$ cat config.mk
export PLATFORM = sky130hd
export DESIGN_NAME = add_result_stage_flat
export DESIGN_NICKNAME = d
export VERILOG_FILES = /design/src/rtl/add_result_stage_if.sv /design/src/rtl/add_result_stage.sv /design/src/flat_wrapper.sv
export SDC_FILE = /design/constraint.sdc
export NUM_CORES = 1
export LEC_CHECK = 0
export ABC_AREA = 1
export BUFFER_PORTS_ARGS = -buffer_cell sky130_fd_sc_hd__buf_2
export CORE_ASPECT_RATIO = 0.7
export CORE_MARGIN = 8
export CORE_UTILIZATION = 30
export CTS_CLUSTER_DIAMETER = 30
export CTS_CLUSTER_SIZE = 14
export DETAILED_ROUTE_END_ITERATION = 16
export GPL_TIMING_DRIVEN = 0
export SETUP_SLACK_MARGIN = 0.02
export SYNTH_ARGS = -nofsm -noshare
export SYNTH_HDL_FRONTEND = slang
export SYNTH_SLANG_ARGS = --single-unit
$ cat constraint.sdc
create_clock -name clk -period 2.3 [get_ports clk]
set_input_delay 0.23 -clock clk [delete_from_list [all_inputs] [get_ports clk]]
set_output_delay 0.23 -clock clk [all_outputs]
set_load 0.05 [all_outputs]
$ cat src/rtl/add_result_stage_if.sv
// Operand/result handshake bundle for add_result_stage.
// master drives operands and consumes results; slave is the adder stage.
interface add_result_stage_if #(
    parameter int WIDTH = 8
);
    logic             in_valid;
    logic             in_ready;
    logic [WIDTH-1:0] a;
    logic [WIDTH-1:0] b;
    logic             sat_en;
    logic             out_valid;
    logic             out_ready;
    logic [WIDTH-1:0] out_sum;
    logic             out_ovf;

    modport master (
        output in_valid, a, b, sat_en, out_ready,
        input  in_ready, out_valid, out_sum, out_ovf
    );

    modport slave (
        input  in_valid, a, b, sat_en, out_ready,
        output in_ready, out_valid, out_sum, out_ovf
    );
endinterface

$ cat src/rtl/add_result_stage.sv
// Signed add with optional saturation, buffered in a 2-entry result FIFO; overflow count/sticky.
// Latency 1 cycle from acceptance to out_valid when the buffer is empty.
// in_ready is a flop (low while 2 entries held), never combinational on out_ready.
module add_result_stage #(
    parameter int WIDTH = 8,
    parameter int CNT_W = 8
) (
    input  logic                 clk,
    input  logic                 rst,
    add_result_stage_if.slave    bus,
    input  logic                 clr,
    output logic [CNT_W-1:0]     ovf_cnt,
    output logic                 sticky_ovf
);
    typedef struct packed {
        logic [WIDTH-1:0] sum;
        logic             ovf;
    } entry_t;

    logic [WIDTH-1:0] raw;
    logic [WIDTH-1:0] sat_val;
    logic             ovf;
    entry_t           new_entry;

    entry_t     mem [2];
    logic       wr_ptr;
    logic       rd_ptr;
    logic [1:0] count;
    logic [1:0] count_nxt;
    logic       in_rdy_q;
    logic       push;
    logic       pop;
    entry_t     head;

    assign raw     = bus.a + bus.b;
    assign ovf     = (bus.a[WIDTH-1] == bus.b[WIDTH-1]) && (raw[WIDTH-1] != bus.a[WIDTH-1]);
    // Overflow direction follows the operand sign: positive clamps to max, negative to min.
    assign sat_val = bus.a[WIDTH-1] ? {1'b1, {(WIDTH-1){1'b0}}} : {1'b0, {(WIDTH-1){1'b1}}};

    assign new_entry.sum = (ovf && bus.sat_en) ? sat_val : raw;
    assign new_entry.ovf = ovf;

    assign push = bus.in_valid && in_rdy_q;
    assign pop  = (count != 2'd0) && bus.out_ready;

    always_comb begin
        count_nxt = count;
        if (push && !pop) begin
            count_nxt = count + 2'd1;
        end else if (!push && pop) begin
            count_nxt = count - 2'd1;
        end
    end

    always_ff @(posedge clk) begin
        if (rst) begin
            mem[0]   <= '0;
            mem[1]   <= '0;
            wr_ptr   <= 1'b0;
            rd_ptr   <= 1'b0;
            count    <= 2'd0;
            in_rdy_q <= 1'b1;
        end else begin
            if (push) begin
                mem[wr_ptr] <= new_entry;
                wr_ptr      <= ~wr_ptr;
            end
            if (pop) begin
                rd_ptr <= ~rd_ptr;
            end
            count    <= count_nxt;
            in_rdy_q <= (count_nxt != 2'd2);
        end
    end

    assign head          = mem[rd_ptr];
    assign bus.in_ready  = in_rdy_q;
    assign bus.out_valid = (count != 2'd0);
    assign bus.out_sum   = head.sum;
    assign bus.out_ovf   = head.ovf;

    // A clear coinciding with an overflow restarts the count at that overflow.
    always_ff @(posedge clk) begin
        if (rst) begin
            ovf_cnt    <= '0;
            sticky_ovf <= 1'b0;
        end else if (clr) begin
            ovf_cnt    <= (push && ovf) ? {{(CNT_W-1){1'b0}}, 1'b1} : '0;
            sticky_ovf <= push && ovf;
        end else if (push && ovf) begin
            if (ovf_cnt != {CNT_W{1'b1}}) begin
                ovf_cnt <= ovf_cnt + 1'b1;
            end
            sticky_ovf <= 1'b1;
        end
    end
endmodule

$ cat src/flat_wrapper.sv
// flat-port wrapper written by rule: the top's interface ports become plain ports
module add_result_stage_flat 
#(
    parameter int WIDTH = 8,
    parameter int CNT_W = 8
)
  (clk, rst, clr, ovf_cnt, sticky_ovf, bus_in_valid, bus_a, bus_b, bus_sat_en, bus_out_ready, bus_in_ready, bus_out_valid, bus_out_sum, bus_out_ovf);
  add_result_stage_if #(.WIDTH(WIDTH)) bus_i ();
  input  logic clk;
  input  logic rst;
  input  logic clr;
  output logic [CNT_W-1:0] ovf_cnt;
  output logic sticky_ovf;
  input wire logic [$bits(bus_i.in_valid)-1:0] bus_in_valid;
  input wire logic [$bits(bus_i.a)-1:0] bus_a;
  input wire logic [$bits(bus_i.b)-1:0] bus_b;
  input wire logic [$bits(bus_i.sat_en)-1:0] bus_sat_en;
  input wire logic [$bits(bus_i.out_ready)-1:0] bus_out_ready;
  output wire logic [$bits(bus_i.in_ready)-1:0] bus_in_ready;
  output wire logic [$bits(bus_i.out_valid)-1:0] bus_out_valid;
  output wire logic [$bits(bus_i.out_sum)-1:0] bus_out_sum;
  output wire logic [$bits(bus_i.out_ovf)-1:0] bus_out_ovf;
  assign bus_i.in_valid = bus_in_valid;
  assign bus_i.a = bus_a;
  assign bus_i.b = bus_b;
  assign bus_i.sat_en = bus_sat_en;
  assign bus_i.out_ready = bus_out_ready;
  assign bus_in_ready = bus_i.in_ready;
  assign bus_out_valid = bus_i.out_valid;
  assign bus_out_sum = bus_i.out_sum;
  assign bus_out_ovf = bus_i.out_ovf;
  add_result_stage #(.WIDTH(WIDTH), .CNT_W(CNT_W)) u_core (.clk(clk), .rst(rst), .bus(bus_i), .clr(clr), .ovf_cnt(ovf_cnt), .sticky_ovf(sticky_ovf));
endmodule
==> summary.json, run 1 <==
{
  "outcome": {"value": "completed"},
  "vias": {"value": 1576},
  "antenna_found_initial": {"value": 0},
  "finalWeightedCongestion": {"value": 0.7782},
  "clock_insertion_delay_worst_skew": {"value": 0.28, "unit": "ns"},
  "start_kind": {"value": "flop"},
  "cts_root_buf": {"value": "clkbuf_8"},
  "worst_path_arrival": {"value": 1.63, "unit": "ns"},
  "worst_hold_slack": {"value": 0.2827, "unit": "ns"},
  "async_reset_ff_share": {"value": 0, "unit": "%"},
  "worstPathMaxFanout": {"value": 9},
  "finClkSkew": {"value": 0.003104, "unit": "ns"},
  "vias_per_cell": {"value": 4.503},
  "num_rows": {"value": 24},
  "wl_per_instance": {"value": 11.79, "unit": "um"},
  "cts.repair.resized": {"value": 0},
  "max-slew-margin-rel": {"value": 64.26, "unit": "%"},
  "post_synth_and_or_nand_nor_area_fraction": {"value": 25.13, "unit": "%"},
  "synth_area_per_inst": {"value": 8.618, "unit": "um2"},
  "synth_flop_cell": {"value": "edfxtp_1"},
  "worst_pin_slew": {"value": 0.5361, "unit": "ns"},
  "min_period_over_period": {"value": 80.82, "unit": "%"},
  "grt_first_pass_wirelength": {"value": 7141, "unit": "um"},
  "main_combinational_cell_family_by_area_after_synthesis": {"value": "simple AND/OR/NAND/NOR gates"},
  "synthesis.area": {"value": 1922, "unit": "um2"},
  "gr-usage-all-layers": {"value": 9.294, "unit": "%"},
  "path_clk_slew": {"value": 0.06, "unit": "ns"},
  "final_nets": {"value": 303},
  "synth.ff_latch_count": {"value": 33},
  "globalRoute.totalOverflow": {"value": 0},
  "grt_max_degree": {"value": 11},
  "drc": {"value": 0},
  "fillCellCount": {"value": 647},
  "synth-edff-count": {"value": 18},
  "report.final.slew_viol_count": {"value": 0},
  "setup-tns-final": {"value": 0, "unit": "ns"},
  "detail_route.iter0.violations": {"value": 65},
  "grt_setup_unrepaired": {"value": "no"},
  "fp.dieArea": {"value": 9264, "unit": "um2"},
  "routed_wire_length": {"value": 4125, "unit": "um"},
  "finalWorstPathRequiredPeriod": {"value": 1.859, "unit": "ns"},
  "post-cts-setup-buffer-count": {"value": 0},
  "hold_path.class": {"value": "input pin to flop"},
  "fp.coreArea": {"value": 6216, "unit": "um2"},
  "die_y": {"value": 82.97, "unit": "um"},
  "layout-drive-gt1-share": {"value": 25.37, "unit": "%"},
  "number_of_h_tree_branching_levels": {"value": 2},
  "post_synth_xor_area_fraction": {"value": 4.557, "unit": "%"},
  "synth_nets": {"value": 255},
  "syn_to_final_growth": {"value": 20.44, "unit": "%"},
  "setup_viol_count_final": {"value": 0},
  "postCtsHoldBufs": {"value": 0},
  "initial_utilization": {"value": 30.92, "unit": "%"},
  "regArea": {"value": 840.8, "unit": "um2"},
  "synth_cell_type_count": {"value": 31},
  "synth_cells": {"value": 223},
  "grt_pass1_vias": {"value": 1530},
  "cp_slowest_stage_delay": {"value": 0.42, "unit": "ns"},
  "max-cap-violations": {"value": 0},
  "post_detail_place_hpwl": {"value": 3227, "unit": "um"},
  "drt-pass1-iter-count": {"value": 4},
  "stdcell_area": {"value": 2315, "unit": "um2"},
  "worstPathCellList": {"value": "clkbuf_1 -> mux2_2 -> buf_2"},
  "powerDensity": {"value": 864.2, "unit": "nW/um2"},
  "cts.sink_count": {"value": 33},
  "timing_hold_violations_final": {"value": 0},
  "multiInputGateArea": {"value": 954.7, "unit": "um2"},
  "floorplan.die.width": {"value": 111.7, "unit": "um"},
  "vdd_ir_drop_max": {"value": 0.6743, "unit": "mV"},
  "yosysWarnings": {"value": 0},
  "timing.critical_path.slowest_stage_cell": {"value": "clkbuf_1"},
  "critical_path_class": {"value": "flop to primary output"},
  "yosysSeqAreaShare": {"value": 43.75, "unit": "%"},
  "power_leakage": {"value": 1.034, "unit": "nW"},
  "io_buffers": {"value": 41},
  "fmax": {"value": 0.5380, "unit": "GHz"},
  "timing.critical_path.required": {"value": 2.07, "unit": "ns"},
  "antenna_violating_nets_post_route": {"value": 0},
  "number_of_diodes_added_for_antenna_fixing": {"value": 0},
  "cts.path.max_buffers": {"value": 2},
  "tritoncts.num_buffers": {"value": 5},
  "synth-adder-area-share": {"value": 6.901, "unit": "%"},
  "top_level_ports": {"value": 42},
  "clock_tree_from_tritoncts": {"value": "built"},
  "dpl_cell_area": {"value": 2225, "unit": "um2"},
  "post_synthesis_compound_gate_area_fraction": {"value": 7.813, "unit": "%"},
  "yosys-mux-area-fraction": {"value": 5.273, "unit": "%"},
  "end_kind": {"value": "primary output"}
}
[cell usage in the layout (no fill, tap or decap)]
cell type	count
buf_2	41
nor2_1	36
nand2_1	35
inv_1	27
edfxtp_1	18
a21oi_1	17
nand3_1	15
dfxtp_1	15
mux2_2	9
ha_1	9
xor2_1	8
clkbuf_8	6
clkbuf_1	5
nand4_1	4
nand2_4	3
nor3_1	2
nand2_2	2
nor2_4	2
xnor2_1	2
a21oi_2	2
o21ai_0	2
clkinv_1	1
a21o_1	1
inv_2	1
and2_1	1
a2111oi_2	1
inv_4	1
nand3_4	1
nor4_1	1
o211ai_1	1
nor3b_1	1
a21boi_1	1
fa_1	1
[final cells by class]
type                       instances  area share, %
buffer                             3         0.4865
timing repair buffer              41          8.865
inverter                          30          4.973
multi-input combinational        157          41.24
clock buffer                       8          3.892
sequential                        33          36.32
tap                               78          4.216
[synthesized netlist by cell type, types with 3 or more instances]
cell	number	share of area, %
nand2_1	35	6.8
nand2_4	3	1.8
edfxtp_1	18	28
mux2_2	9	5.3
nand4_1	4	1.3
ha_1	9	5.9
nor2_1	36	7.0
dfxtp_1	15	16
inv_1	27	5.3
a21oi_1	17	4.4
nand3_1	15	3.9
clkbuf_1	3	0.59
xor2_1	8	3.6
[state kept, by name (all words and copies together) (netlist names), named ones only]
register             count
u_core.mem              18
u_core.bus.in_ready      1
u_core.count             2
u_core.sticky_ovf        1
u_core.wr_ptr            1
u_core.rd_ptr            1
u_core.ovf_cnt           8
[logic make-up (layout without fill, tap and decap cells)]
kind of cell / Yosys count / after routing
simple gates: 103 / 103
flops: 33 / 33
compound gates: 25 / 25
mux: 9 / 9
fa+ha+maj: 10 / 10
buf+inv: 33 / 82
xor+xnor: 10 / 10
[where the power goes]
group	total, mW	leakage [nW]	internal [mW]	switching (mW)
Combinational	0.813	0.678	0.236	0.576
Clock	0.444	0.0455	0.244	0.200
Sequential	0.744	0.311	0.717	0.0267
Total	2.00	1.03	1.20	0.803
[stage by stage]
step,power [mW],instances,utilization [%],setup slack (ns)
after floorplan,1.391,223,-,0.3601
after global placement,1.566,342,35.79,0.2339
after detailed placement,1.574,342,35.79,0.2306
after CTS,2.027,350,37.24,0.3942
after global routing,2.141,350,37.24,0.3453
final,2.000,350,37.24,0.4411
[critical path: cells and delay by family (launching register included)]
| family | cells | cell delay [ns] |
|---|---|---|
| DFF | 1 | 0.31 |
| muxes | 1 | 0.41 |
| buffers and inverters | 2 | 0.63 |
[worst paths after layout]
kind	start	endpoint	slack [ns]	depth (start not counted)
max	flop	bus_out_ovf	0.44	3
min	rst	u_core.ovf_cnt[0]	0.28	4
max reg2reg	u_core.ovf_cnt[0]	u_core.ovf_cnt[3]	0.56	8
min reg2reg	u_core.ovf_cnt[4]	u_core.ovf_cnt[4]	0.46	2
[metal layers]
metal	track usage (%)	part of all wire (%)	vias up
met3	2.601	4.2	4
met1	11.23	49	716
met4	3.708	1.0	0
met5	0	0	-
li1	-	-	834
met2	15.30	46	22
Power figures use the tool's default switching activity.
==> run 2: changes to the inputs <==
Settings changed: ABC_AREA 1 to 0.
Clock period 2.3 ns to 1.55 ns, I/O delays scaled along.
==> run 2 against run 1 <==
Net effect:
- the run now ends with setup timing left
- wire length increased by 22%
- setup slack got worse by 0.66 ns
- count of clock-buffer cells in the layout shrank 3
- clock power rose by 85%
- largest power group unchanged
- total power is 83% higher
- first-iteration DRC count fell by 11%
- die area up 1.5%
- core utilization is 8.5 points higher
- sequential cell count unchanged
- largest cell class unchanged
- non-clock buffer count grew 18
==> summary.json, run 2 <==
{
  "timing.critical_path.required": {"value": 1.77, "unit": "ns"},
  "min_period_over_period": {"value": 114.4, "unit": "%"},
  "finalWorstPathRequiredPeriod": {"value": 1.774, "unit": "ns"},
  "tritoncts.num_buffers": {"value": 5},
  "fp.dieArea": {"value": 9404, "unit": "um2"},
  "most_used_standard_cell_by_instance_count_after_synthesis": {"value": "nor2_1"},
  "globalRoute.totalOverflow": {"value": 0},
  "stdcell_area": {"value": 2873, "unit": "um2"},
  "report.final.slew_viol_count": {"value": 0},
  "worst_path_arrival": {"value": 1.99, "unit": "ns"},
  "cts.sink_count": {"value": 33},
  "dpl_cell_area": {"value": 2446, "unit": "um2"},
  "vdd_ir_drop_max": {"value": 0.5551, "unit": "mV"},
  "synthesis.area": {"value": 1957, "unit": "um2"},
  "finClkSkew": {"value": 0.005938, "unit": "ns"},
  "worst_pin_slew": {"value": 0.5272, "unit": "ns"},
  "grt_max_degree": {"value": 13},
  "max-cap-violations": {"value": 0},
  "grt_setup_unrepaired": {"value": "yes"},
  "cts_root_buf": {"value": "clkbuf_8"},
  "fmax": {"value": 0.5638, "unit": "GHz"},
  "hold_path.class": {"value": "input pin to flop"},
  "post_detail_place_hpwl": {"value": 3616, "unit": "um"},
  "grt_pass1_vias": {"value": 1729},
  "synth_nets": {"value": 239},
  "async_reset_ff_share": {"value": 0, "unit": "%"},
  "vias_per_cell": {"value": 4.891},
  "cp_slowest_stage_delay": {"value": 0.48, "unit": "ns"},
  "post-route-worst-setup-slack": {"value": -0.2236, "unit": "ns"},
  "max-slew-margin-rel": {"value": 64.85, "unit": "%"},
  "io_buffers": {"value": 41},
  "layout-drive-gt1-share": {"value": 54.61, "unit": "%"},
  "detail_route.iter0.violations": {"value": 58},
  "initial_utilization": {"value": 31.18, "unit": "%"},
  "worstPathMaxFanout": {"value": 3},
  "clock_insertion_delay_worst_skew": {"value": 0.29, "unit": "ns"},
  "start_kind": {"value": "flop"},
  "postCtsHoldBufs": {"value": 0},
  "num_rows": {"value": 24},
  "path_clk_slew": {"value": 0.07, "unit": "ns"},
  "top_regs": {"value": "u_core.mem: 18 flops, u_core.ovf_cnt: 8 flops, u_core.count: 2 flops"},
  "setup_slack_at_placement": {"value": -0.5420, "unit": "ns"},
  "setup_viol_count_final": {"value": 28},
  "setup-tns-final": {"value": -3.922, "unit": "ns"},
  "top_level_ports": {"value": 42},
  "clock_tree_from_tritoncts": {"value": "built"},
  "mostFrequentLayoutCell": {"value": "buf_2"},
  "cell_accounting_for_the_most_synthesized_area": {"value": "edfxtp_1"},
  "drt-pass1-iter-count": {"value": 4},
  "synth_area_leaders": {"value": "edfxtp_1, dfxtp_1, nor2_1"},
  "number_of_h_tree_branching_levels": {"value": 2},
  "yosysSeqAreaShare": {"value": 42.97, "unit": "%"},
  "cts.path.max_buffers": {"value": 2},
  "end_kind": {"value": "flop"},
  "final_nets": {"value": 302},
  "finalWeightedCongestion": {"value": 0.7944},
  "registers.top_by_ff_count": {"value": "u_core.mem"},
  "grt_first_pass_wirelength": {"value": 8273, "unit": "um"},
  "number_of_diodes_added_for_antenna_fixing": {"value": 0},
  "max_reg_flops": {"value": 18},
  "yosysWarnings": {"value": 0},
  "synth_flop_cell": {"value": "edfxtp_1"},
  "synth.ff_latch_count": {"value": 33},
  "synth_cell_type_count": {"value": 48},
  "synth_cells": {"value": 207},
  "powerDensity": {"value": 1272, "unit": "nW/um2"},
  "routed_wire_length": {"value": 5037, "unit": "um"},
  "vias": {"value": 1707},
  "layout_common_cells": {"value": "buf_2, nor2_1, edfxtp_1"},
  "gr-usage-all-layers": {"value": 10.83, "unit": "%"},
  "timing_hold_violations_final": {"value": 0},
  "fp.coreArea": {"value": 6276, "unit": "um2"},
  "die_y": {"value": 83.57, "unit": "um"},
  "synth-edff-count": {"value": 18},
  "worstPathCellList": {"value": "ha_4 -> and2_4 -> and4_4 -> nor2_4 -> mux2i_4 -> or4_1 -> a21oi_1"},
  "wl_per_instance": {"value": 14.43, "unit": "um"},
  "antenna_violating_nets_post_route": {"value": 0},
  "floorplan.die.width": {"value": 112.5, "unit": "um"},
  "syn_to_final_growth": {"value": 46.80, "unit": "%"},
  "synth_area_per_inst": {"value": 9.454, "unit": "um2"},
  "ys_top_cells_by_count": {"value": "nor2_1, nand2_1, edfxtp_1"},
  "antenna_found_initial": {"value": 0},
  "failed_checks": {"value": "setup timing"},
  "power_leakage": {"value": 1.141, "unit": "nW"},
  "outcome": {"value": "finished with violations"},
  "critical_path_class": {"value": "flop to flop"},
  "timing.critical_path.slowest_stage_cell": {"value": "or4_1"},
  "drc": {"value": 0},
  "post-synth-top-area-fraction": {"value": 27.62, "unit": "%"}
}
run 2: area by class of cell:
class,count,area [um2]
Tap cell,78,97.59
Timing Repair Buffer,57,339.1
Buffer,5,26.28
Clock inverter,3,46.29
Sequential cell,33,859.6
Fill cell,599,3403
Inverter,14,52.55
Multi-Input combinational cell,154,1383
Clock buffer,5,68.82
run 2: metal layers:
metal	up-vias	routed length (um)	GRT usage, %
li1	861	-	-
met1	810	2502	14.52
met3	2	299	3.613
met4	0	29	3.293
met2	34	2207	15.97
met5	-	0	0
run 2: worst paths after layout:
| path | start | endpoint | slack (ns) | depth (start not counted) |
|---|---|---|---|---|
| worst max-delay path | u_core.ovf_cnt[0] | u_core.ovf_cnt[5] | -0.22 | 7 |
| worst min-delay path | rst | u_core.bus.in_ready | 0.17 | 2 |
| worst max register to register | u_core.ovf_cnt[0] | u_core.ovf_cnt[5] | -0.22 | 7 |
| worst min register to register | u_core.sticky_ovf | u_core.sticky_ovf | 0.45 | 1 |
run 2: kinds of logic (layout without fill, tap and decap cells):
family	after synthesis	after routing	synth area share, %
mux	14	14	7.992
flops	33	33	42.97
simple gates	84	84	20.59
buf+inv	20	84	4.028
fa+ha+maj	10	10	6.778
compound gates	41	41	15.41
xor+xnor	5	5	2.238
run 2: repair_timing:
action	CTS	global route
gates resized for setup	27	22
pin swaps	10	12
endpoints found under the setup margin	55	32
gates cloned	1	0
setup buffers	15	0
run 2: worst max-delay path: cells and delay by family (launching register included):
kind	cells	cell delay [ns]
AOI/OAI and AO/OA	1	0.13
adders and majority gates	1	0.16
DFF	1	0.36
muxes	1	0.09
and+or+nand+nor	4	0.96
run 2: power by group:
part	internal (mW)	switching [mW]	leakage, nW
logic	0.642	0.992	0.770
clock network	0.481	0.342	0.0543
registers	1.09	0.103	0.317
total	2.22	1.44	1.14
run 2: stage by stage:
stage               power [mW]  utilization [%]  std cells  hold slack (ns)
detailed placement       2.614            38.98        326           0.4375
global route             3.855            45.77        349           0.1713
floorplan                2.293                -        207           0.2599
global placement         2.589            38.98        326           0.4325
finish                   3.655            45.77        349           0.1710
CTS                      3.609            44.32        349           0.1617
==> run 3: changes to the inputs <==
Settings changed: PLACE_DENSITY_LB_ADDON from default to 0.15.
==> run 3 against run 2 <==
Net effect:
- the flow still finishes with violations (setup timing)
- sequential share of layout area is 0.44 points higher
- combinational power shrank 5%
- count of clock-buffer cells in the layout stayed put
- clock skew is 0.0059 ns higher
==> summary.json, run 3 (synthesis results as in run 2) <==
{
  "outcome": {"value": "finished with violations"},
  "failed_checks": {"value": "setup timing"},
  "cts_root_buf": {"value": "clkbuf_8"},
  "tritoncts.num_buffers": {"value": 5},
  "fp.coreArea": {"value": 6276, "unit": "um2"},
  "fp.dieArea": {"value": 9404, "unit": "um2"},
  "number_of_placed_cells_counting_well_taps": {"value": 326},
  "dpl_cell_area": {"value": 2446, "unit": "um2"},
  "top_regs": {"value": "u_core.mem: 18 flops, u_core.ovf_cnt: 8 flops, u_core.count: 2 flops"},
  "post_detail_place_hpwl": {"value": 3800, "unit": "um"},
  "timing.rr.start": {"value": "u_core.ovf_cnt[1]"},
  "antenna_violating_nets_post_route": {"value": 0},
  "timing.critical_path.slowest_stage_cell": {"value": "o211ai_1"},
  "powerDensity": {"value": 1197, "unit": "nW/um2"},
  "fillCellCount": {"value": 604},
  "detail_route.iter0.violations": {"value": 87},
  "syn_to_final_growth": {"value": 45.08, "unit": "%"},
  "cts.path.max_buffers": {"value": 2},
  "reg2reg_slack": {"value": -0.23, "unit": "ns"},
  "r2r_end": {"value": "u_core.ovf_cnt[5]"},
  "layout-drive-gt1-share": {"value": 52.94, "unit": "%"},
  "drc": {"value": 0},
  "floorplan.die.width": {"value": 112.5, "unit": "um"},
  "wl_per_instance": {"value": 14.88, "unit": "um"},
  "crit_startpoint": {"value": "bus_b[2]"},
  "antenna_found_initial": {"value": 0},
  "vias_per_cell": {"value": 4.771},
  "worst_hold_slack": {"value": 0.1711, "unit": "ns"},
  "r2r_cells": {"value": 7},
  "endpoint": {"value": "u_core.mem[1][7]"},
  "grt_max_degree": {"value": 12},
  "initial_utilization": {"value": 31.18, "unit": "%"},
  "number_of_diodes_added_for_antenna_fixing": {"value": 0},
  "worstPathCellList": {"value": "buf_6 -> ha_4 -> a21oi_4 -> a2111oi_4 -> buf_4 -> o211ai_1 -> a41oi_2 -> a21oi_2 -> nor2_1"},
  "post-route-worst-setup-slack": {"value": -0.2453, "unit": "ns"},
  "worst_path_arrival": {"value": 1.82, "unit": "ns"},
  "clock_insertion_delay_worst_skew": {"value": 0.29, "unit": "ns"},
  "finalWeightedCongestion": {"value": 0.7476},
  "grt_first_pass_wirelength": {"value": 8604, "unit": "um"},
  "number_of_h_tree_branching_levels": {"value": 2},
  "hold_path.class": {"value": "input pin to flop"},
  "worst_pin_slew": {"value": 0.8327, "unit": "ns"},
  "drt-pass1-iter-count": {"value": 4},
  "clock_tree_from_tritoncts": {"value": "built"},
  "power": {"value": 3.398, "unit": "mW"},
  "cts.sink_count": {"value": 33},
  "io_buffers": {"value": 41},
  "grt_setup_unrepaired": {"value": "yes"},
  "vdd_ir_drop_max": {"value": 0.7141, "unit": "mV"},
  "grt_pass1_vias": {"value": 1710},
  "instances_no_fill": {"value": 350},
  "routed_wire_length": {"value": 5208, "unit": "um"},
  "finClkSkew": {"value": 0.01184, "unit": "ns"},
  "critical_path_class": {"value": "input pin to flop"},
  "regArea": {"value": 862.1, "unit": "um2"},
  "timing.critical_path.required": {"value": 1.58, "unit": "ns"},
  "timing_hold_violations_final": {"value": 0},
  "stdcell_area": {"value": 2839, "unit": "um2"},
  "gr-usage-all-layers": {"value": 11.49, "unit": "%"},
  "end_kind": {"value": "flop"},
  "start_kind": {"value": "input pin"},
  "max_reg_flops": {"value": 18},
  "vias": {"value": 1670},
  "layout_common_cells": {"value": "buf_2, nor2_1, edfxtp_1"},
  "fmax": {"value": 0.5570, "unit": "GHz"},
  "globalRoute.totalOverflow": {"value": 0},
  "top_level_ports": {"value": 42},
  "min_period_over_period": {"value": 115.8, "unit": "%"},
  "layout.core_utilization": {"value": 45.24, "unit": "%"},
  "multiInputGateArea": {"value": 1361, "unit": "um2"},
  "report.final.slew_viol_count": {"value": 0},
  "worstPathMaxFanout": {"value": 7},
  "num_rows": {"value": 24},
  "max-slew-margin-rel": {"value": 44.37, "unit": "%"},
  "cp_slowest_stage_delay": {"value": 0.51, "unit": "ns"},
  "path_clk_slew": {"value": 0.08, "unit": "ns"},
  "die_y": {"value": 83.57, "unit": "um"},
  "power_leakage": {"value": 1.140, "unit": "nW"},
  "postCtsHoldBufs": {"value": 0},
  "setup_viol_count_final": {"value": 28},
  "final_nets": {"value": 303},
  "registers.top_by_ff_count": {"value": "u_core.mem"},
  "finalWorstPathRequiredPeriod": {"value": 1.795, "unit": "ns"},
  "mostFrequentLayoutCell": {"value": "buf_2"},
  "max-cap-violations": {"value": 0}
}
==> run 3: cell count changes in the layout (fill, tap and decap cells not counted), moves of 2 or more <==
cell	delta
clkinv_2	+2
nand2_1	+3
nand2_2	+2
nand2_4	-5
nor2_1	+5
nor2_2	-3
nor2_4	-2
==> run 3: how the worst min path moves through the flow <==
stage                            startpoint                  end  slack [ns]  cells after the start
after floorplan                         rst  u_core.bus.in_ready        0.26                      1
after global placement    u_core.sticky_ovf    u_core.sticky_ovf        0.44                      1
after detailed placement  u_core.sticky_ovf    u_core.sticky_ovf        0.44                      1
after CTS                               rst  u_core.bus.in_ready        0.16                      2
after global routing                    rst  u_core.bus.in_ready        0.17                      2
final                                   rst  u_core.bus.in_ready        0.17                      2
==> run 3: final cells by class <==
type                    instances  area share [%]
well taps                      78           3.438
plain buffers                   5          0.9255
clock inverters                 3          0.6170
flip-flops and latches         33           30.37
inverters                      14           1.851
multi-input cells             154           47.95
repair buffers                 58           12.43
clock buffers                   5           2.424
==> run 3: critical path: cells and delay by family <==
family,cells,cell delay [ns]
adder cells (fa/ha/maj),1,0.25
AO/OA/AOI/OAI,5,1.11
AND/OR/NAND/NOR,1,0.05
buffers and inverters,2,0.25
==> run 3: timing repair <==
action	CTS	global route
gates cloned	1	0
setup buffers	14	2
endpoints found under the setup margin	46	41
pin swaps	17	4
resized for setup	22	19
==> run 3: per-layer routing <==
layer  GRT usage (%)  wire, um  part of all wire (%)  up-vias
li1                -         -                     -      864
met3           3.179       179                   3.4        4
met4           4.390        53                   1.0        0
met5               0         0                     0        -
met2           16.68      2246                    43       29
met1           15.68      2729                    52      773
==> run 3: through the flow <==
step,worst slack [ns],TNS [ns]
3_3_place_gp,-0.5302,-12.29
4_1_cts,-0.2253,-3.554
2_1_floorplan,-0.2744,-4.339
5_1_grt,-0.3215,-7.353
3_5_place_dp,-0.5265,-12.05
6_report,-0.2453,-4.648
==> run 3: report_power, final <==
group	internal (mW)	switching, mW
clock	0.310	0.338
combinational	0.603	0.947
sequential	1.09	0.106
